File: src/rtl/layer_serializer.sv
// Serializes an NN-word parallel layer result into one word per cycle.
// A single pending buffer absorbs one frame that arrives while another is streaming.
module layer_serializer #(
  parameter int unsigned NN        = 30,
  parameter int unsigned dataWidth = 16
) (
  input  logic                    clk,
  input  logic                    rst,
  input  logic [NN-1:0]           i_valid,
  input  logic [NN*dataWidth-1:0] i_data,
  output logic                    o_valid,
  output logic [dataWidth-1:0]    o_data,
  output logic                    o_last,
  output logic                    busy,
  output logic                    overrun,
  output logic                    mismatch,
  input  logic                    clr_err
);

  localparam int unsigned CW = (NN > 1) ? $clog2(NN) : 1;
  localparam int unsigned FW = NN * dataWidth;
  localparam logic [CW-1:0] LAST_BEAT = CW'(NN - 1);

  typedef enum logic {IDLE, SHIFT} state_t;

  state_t                 state_q, state_d;
  logic [CW-1:0]          cnt_q, cnt_d;
  logic [FW-1:0]          active_q, active_d;
  logic [FW-1:0]          pending_q, pending_d;
  logic                   pend_full_q, pend_full_d;
  logic                   o_valid_q, o_valid_d;
  logic [dataWidth-1:0]   o_data_q, o_data_d;
  logic                   o_last_q, o_last_d;
  logic                   busy_q, busy_d;
  logic                   overrun_q, overrun_d;
  logic                   mismatch_q, mismatch_d;
  logic                   start;
  logic                   ov_set;
  logic                   mm_set;

  // Next-state, buffer steering and registered-output computation
  always_comb begin
    state_d     = state_q;
    cnt_d       = cnt_q;
    active_d    = active_q;
    pending_d   = pending_q;
    pend_full_d = pend_full_q;
    ov_set      = 1'b0;
    start       = i_valid[0];
    mm_set      = (i_valid != '0) && (i_valid != '1);

    if (state_q == IDLE) begin
      if (start) begin
        active_d = i_data;
        cnt_d    = '0;
        state_d  = SHIFT;
      end
    end else if (cnt_q == LAST_BEAT) begin
      cnt_d = '0;
      if (pend_full_q) begin
        active_d = pending_q;
        if (start) begin
          pending_d = i_data;
        end else begin
          pend_full_d = 1'b0;
        end
      end else if (start) begin
        active_d = i_data;
      end else begin
        state_d = IDLE;
      end
    end else begin
      cnt_d = cnt_q + CW'(1);
      if (start) begin
        if (!pend_full_q) begin
          pending_d   = i_data;
          pend_full_d = 1'b1;
        end else begin
          ov_set = 1'b1;
        end
      end
    end

    overrun_d  = ov_set | (overrun_q & ~clr_err);
    mismatch_d = mm_set | (mismatch_q & ~clr_err);

    o_valid_d = (state_d == SHIFT);
    o_data_d  = o_valid_d ? active_d[int'(cnt_d) * dataWidth +: dataWidth] : '0;
    o_last_d  = o_valid_d && (cnt_d == LAST_BEAT);
    busy_d    = o_valid_d | pend_full_d;
  end

  // Frame buffers carry no reset; their contents are never visible while idle
  always_ff @(posedge clk) begin
    active_q  <= active_d;
    pending_q <= pending_d;
    if (rst) begin
      state_q     <= IDLE;
      cnt_q       <= '0;
      pend_full_q <= 1'b0;
      o_valid_q   <= 1'b0;
      o_data_q    <= '0;
      o_last_q    <= 1'b0;
      busy_q      <= 1'b0;
      overrun_q   <= 1'b0;
      mismatch_q  <= 1'b0;
    end else begin
      state_q     <= state_d;
      cnt_q       <= cnt_d;
      pend_full_q <= pend_full_d;
      o_valid_q   <= o_valid_d;
      o_data_q    <= o_data_d;
      o_last_q    <= o_last_d;
      busy_q      <= busy_d;
      overrun_q   <= overrun_d;
      mismatch_q  <= mismatch_d;
    end
  end

  assign o_valid  = o_valid_q;
  assign o_data   = o_data_q;
  assign o_last   = o_last_q;
  assign busy     = busy_q;
  assign overrun  = overrun_q;
  assign mismatch = mismatch_q;

endmodule

File: config.mk
export PLATFORM = sky130hd
export DESIGN_NAME = layer_serializer
export DESIGN_NICKNAME = d
export VERILOG_FILES = /design/src/rtl/layer_serializer.sv
export SDC_FILE = /design/constraint.sdc
export NUM_CORES = 2
export LEC_CHECK = 0
export CAP_MARGIN = 20
export CELL_PAD_IN_SITES_DETAIL_PLACEMENT = 0
export CELL_PAD_IN_SITES_GLOBAL_PLACEMENT = 1
export CORE_UTILIZATION = 46
export CTS_CLUSTER_SIZE = 16
export DETAILED_ROUTE_END_ITERATION = 12
export DONT_BUFFER_PORTS = 1
export GPL_ROUTABILITY_DRIVEN = 0
export PLACE_DENSITY = 0.87
export SYNTH_ARGS = -nofsm -noshare
export SYNTH_HDL_FRONTEND = slang
export SYNTH_SLANG_ARGS = --single-unit
File: constraint.sdc
create_clock -name clk -period 35.3 [get_ports clk]
set_input_delay 3.53 -clock clk [delete_from_list [all_inputs] [get_ports clk]]
set_output_delay 3.53 -clock clk [all_outputs]
set_load 0.005 [all_outputs]
==> impl.org <==
** Synth
- Mean instance size in the synthesized netlist :: 11.82 sq um
- Sequential-to-total area share from yosys stat :: 63.35%
- Gate Count Post-Synth :: 3280
- Number of distinct library cell variants in the gate-level netlist after synthesis :: 84
- For this run, the leading register cell type out of synthesis is dfxtp_1.
- For this run, the number of Yosys warnings is 0.
- Synthesis produced a netlist with a net count of 3795.
- Flop and latch count out of synthesis :: 987
- Of the total synthesized cell area, the portion taken by XOR and XNOR cells is 0.02259%.
- Post-synthesis cell type with the largest combined area :: edfxtp_1
- After synthesis, the largest family of logic cells by area is compound AO/OA/AOI/OAI gates.
- Most used standard cell by instance count after synthesis :: dfxtp_1
- Ranked by total cell area, the synthesized netlist is headed by edfxtp_1 37%, dfxtp_1 26%, mux2i_1 3.2%, o22ai_1 3.2%, a222oi_1 3.1%.
- Number of synthesized flops with an enable pin :: 480
- Proportion of netlist area held by the largest area contributor :: 37.17%
- For this run, asynchronously set or reset flops after synthesis account for 0%.
- Synth cell count leaders :: 507 x dfxtp_1, 480 x edfxtp_1, 292 x nor2_1
- Post-synthesis share of cell area spent on full adders, half adders and majority gates :: 0.06453%
- Cell Area, Synth :: 0.03878 sq mm
- The synthesized netlist devotes 18.68% of its cell area to compound gates.
- Share of synthesized cell area in and, or, nand and nor gates :: 9.445%
- After synthesis, the share of cell area in mux cells is 3.578%.

** Global routing
- Initial antenna violation count :: 31
- The number of global-route vias before repair came to 27990.
- Maximum number of pins on one net before global-route repair :: 155
- Remaining global-route overflow :: 0
- Across every metal layer, demand over resource in global routing totals 32.73%.
- Global-route wire length before repair :: 203900 um

** Power and ir drop
- Leakage Power :: 0.01596 uW
- Net switching is 25.71% of the power.
- Net switching power :: 705.1 uW
- The share of total power dissipated in combinational logic is 10.8%.
- The internal portion of the total power is 2038 uW.
- Per report_power, the sequential group accounts for 49.2% of the total.
- The worst-case IR drop observed on VDD is 51.67 uV.
- Pwr dens :: 63.82 mW/mm^2
- Clock share of power :: 39.9%

** CTS
- Clock tree synthesis inserted a total of 101 buffers.
- After clock tree synthesis, the clock-pin slew on the worst setup and hold paths is 0.06 ns.
- Counting along the longest clock path gives a buffer depth of 3.
- The cell sitting at the root of the clock tree is a clkbuf_16.
- In this run, post-CTS hold repair placed 0 buffers.
- After clock tree synthesis, the repair step resized 0 gates.
- Clock tree from TritonCTS :: done
- The later pin in the worst-skew pair is clocked with a latency of 0.69 ns.
- The tree built by TritonCTS fans out to 987 sinks.
- Number of H-tree levels :: 3
- In this run the post-CTS setup repair buffer count came out at 0.

** Placed design
- Buffers on Ports :: 0
- HPWL after detailed placement :: 97860 um
- The number of placed instances, taps included, is 4150.

** Floorplanning
- The floorplan step defined a die boundary enclosing 0.08546 sq mm.
- For this configuration, the core starts out at a cell density of 46.41%.
- The floorplan step defined a core boundary enclosing 0.08356 sq mm.
- The die is 292.3 um wide.
- During I/O placement, the number of pins put on the boundary was 534.
- In this run the core area contains 106 standard-cell rows.
- Height of the chip :: 292.3 um

** Timing
- The number of max-slew violations in the final report was 0.
- At the pin with the least slew margin, the transition time is 1.118 ns.
- Setup repair after global routing missed its margin :: no
- Worst-case clock skew :: 0.02984 ns
- Fin. Hold Viols :: 0
- Based on the critical path, the design can be clocked at up to 0.1499 GHz.
- Final setup violation count :: 0
- Minimum clock period :: 6.673 ns
- Summed over all failing endpoints, the final setup total negative slack is 0 ns.
- Max transition margin :: 24.49%
- Post-route fraction of the period consumed by the critical path :: 18.90%

** Final layout
- Fraction of layout cells with a size suffix above 1 :: 9.258%
- Fillers :: 7236
- The area growth from synthesis to layout is 10.85%.
- The net count of the finished layout is 3688.
- Post-route insts no fill :: 4386

** Worst setup path
- Slowest stage delay, CP :: 0.74 ns
- Walking the worst path, the cells encountered are or3b_2 -> o21ai_4 -> buf_4 -> nand2_1 -> a221oi_1 -> a2111oi_0 -> a211oi_1 -> o41a_1.
- Data arrives at the worst endpoint at 7.29 ns.
- Worst setup SP type :: input port
- For this design, the slowest cell found on the critical path is buf_4.
- Along the worst path, the maximum fanout reaches 128.
- By startpoint and endpoint, the worst setup path is classified as input port to flip-flop.
- Crit path required time :: 35.92 ns
- Counting both buffers and inverters, the worst setup path holds a total of 1.
- On the critical path the largest part of the delay comes from compound AO/OA/AOI/OAI gates.
- Crit path capture type :: flip-flop

** Run status
- Outcome :: complete, no violations

** Hold path
- Path class of the lowest-slack min-delay path :: flip-flop to flip-flop

** Drt
- For this block, the initial DRC count from the detailed router was 4519.
- DRC :: 0
- Detailed-route vias per instance :: 6.735
- 1st-pass router iterations :: 13
- The routed layout has 29540 vias.
- Post-route ant nets :: 0
- Total detailed-routing wirelength :: 144500 um
- Wire length per cell :: 32.95 um

** Job
- Across the run, the number of max-cap violations was 0.
[final timing paths]
check                start       endpoint  slack, ns  cells past startpoint
min          active_q[472]  active_q[472]       0.44                      2
max             i_valid[0]      o_data[3]      28.63                      8
max reg2reg        o_valid      o_data[7]      29.28                     11
min reg2reg  active_q[472]  active_q[472]       0.44                      2
[cell usage in the layout (no fill, tap or decap), types with 14 or more instances in the layout]
master | Yosys | final
clkbuf_16 | 0 | 104
o211ai_1 | 16 | 16
a211oi_1 | 14 | 14
clkinv_2 | 0 | 25
o311ai_0 | 38 | 38
buf_4 | 15 | 59
o21ai_0 | 44 | 44
o221a_2 | 24 | 24
and3_1 | 34 | 34
a211o_1 | 20 | 20
o22ai_1 | 198 | 198
clkbuf_8 | 0 | 21
a22oi_1 | 122 | 122
a222oi_1 | 122 | 122
inv_1 | 146 | 146
mux2i_1 | 124 | 124
nor3_1 | 39 | 37
a221oi_1 | 39 | 39
a31oi_1 | 20 | 20
o221ai_1 | 39 | 39
diode_2 | 0 | 44
nor2_1 | 292 | 286
nand4_1 | 16 | 16
dfxtp_1 | 507 | 506
nor4_1 | 24 | 24
edfxtp_1 | 480 | 480
a221o_1 | 30 | 29
or3_1 | 44 | 44
nand3_1 | 120 | 120
clkbuf_1 | 87 | 19
a21oi_1 | 47 | 46
o21a_1 | 17 | 16
nand2_1 | 213 | 210
[state kept, by name, indices dropped and copies added, names as in the netlist]
name	count
o_last	1
pend_full_q	1
mismatch	1
o_valid	1
busy	1
o_data	16
active_q	480
overrun	1
cnt_q	5
pending_q	480
[worst reg2reg max path, cell delays in order, from the launching register on]
cell       delay [ns]
dfxtp_4          1.04
buf_4            0.60
buf_4            0.61
and2_4           0.67
o22ai_4          0.16
buf_4            0.30
buf_4            0.39
a2111oi_0        1.01
o21ai_0          0.30
o2111ai_1        0.18
a21oi_1          0.10
or4_1            0.53
[metrics by stage]
| stage | utilization (%) | total power, uW | cell area, sq um | worst slack [ns] | hold slack, ns |
|---|---|---|---|---|---|
| 2_1_floorplan | - | 1575 | 38780 | 12.17 | 0.4094 |
| 3_3_place_gp | 47.21 | 1654 | 39450 | 28.10 | 0.4168 |
| 4_1_cts | 51.31 | 2741 | 42870 | 28.78 | 0.4441 |
| 6_report | 51.44 | 2743 | 42980 | 28.63 | 0.4434 |
| 3_5_place_dp | 47.21 | 1661 | 39450 | 28.07 | 0.4300 |
| 5_1_grt | 51.40 | 2819 | 42940 | 28.58 | 0.4647 |
[area by class of cell]
type / count / area, sq um / area share, %
clock inverter: 48 / 460.4 / 1.071
multi-input combinational: 1872 / 12450 / 28.97
timing repair buffer: 64 / 528.0 / 1.228
inverter: 147 / 551.8 / 1.284
sequential: 987 / 24570 / 57.15
tap: 1080 / 1351 / 3.144
clock buffer: 144 / 2963 / 6.893
antenna: 44 / 110.1 / 0.2562
[kinds of logic (layout without fill, tap and decap cells)]
family / after synthesis / after routing
AO/OA/AOI/OAI: 921 / 921
XOR/XNOR: 1 / 1
adder cells (fa/ha/maj): 2 / 2
buffers and inverters: 421 / 403
flip-flops: 987 / 987
multiplexers: 136 / 136
other: 0 / 44
AND/OR/NAND/NOR: 812 / 812
[layer usage]
metal / track usage [%] / vias to the layer above / wire length (um)
li1: - / 12640 / -
met1: 41.04 / 14500 / 52860
met2: 49.13 / 2025 / 64190
met3: 12.43 / 356 / 19790
met4: 16.93 / 14 / 7559
met5: 0 / - / 118
[power groups by stage]
stage,sequential (uW),combinational (uW),clock (uW)
2_1_floorplan,1370,201,0
3_3_place_gp,1370,285,0
3_5_place_dp,1370,288,0
4_1_cts,1350,290,1100
5_1_grt,1360,315,1150
6_report,1350,297,1100
No activity file was read; power rests on OpenSTA's default activity.
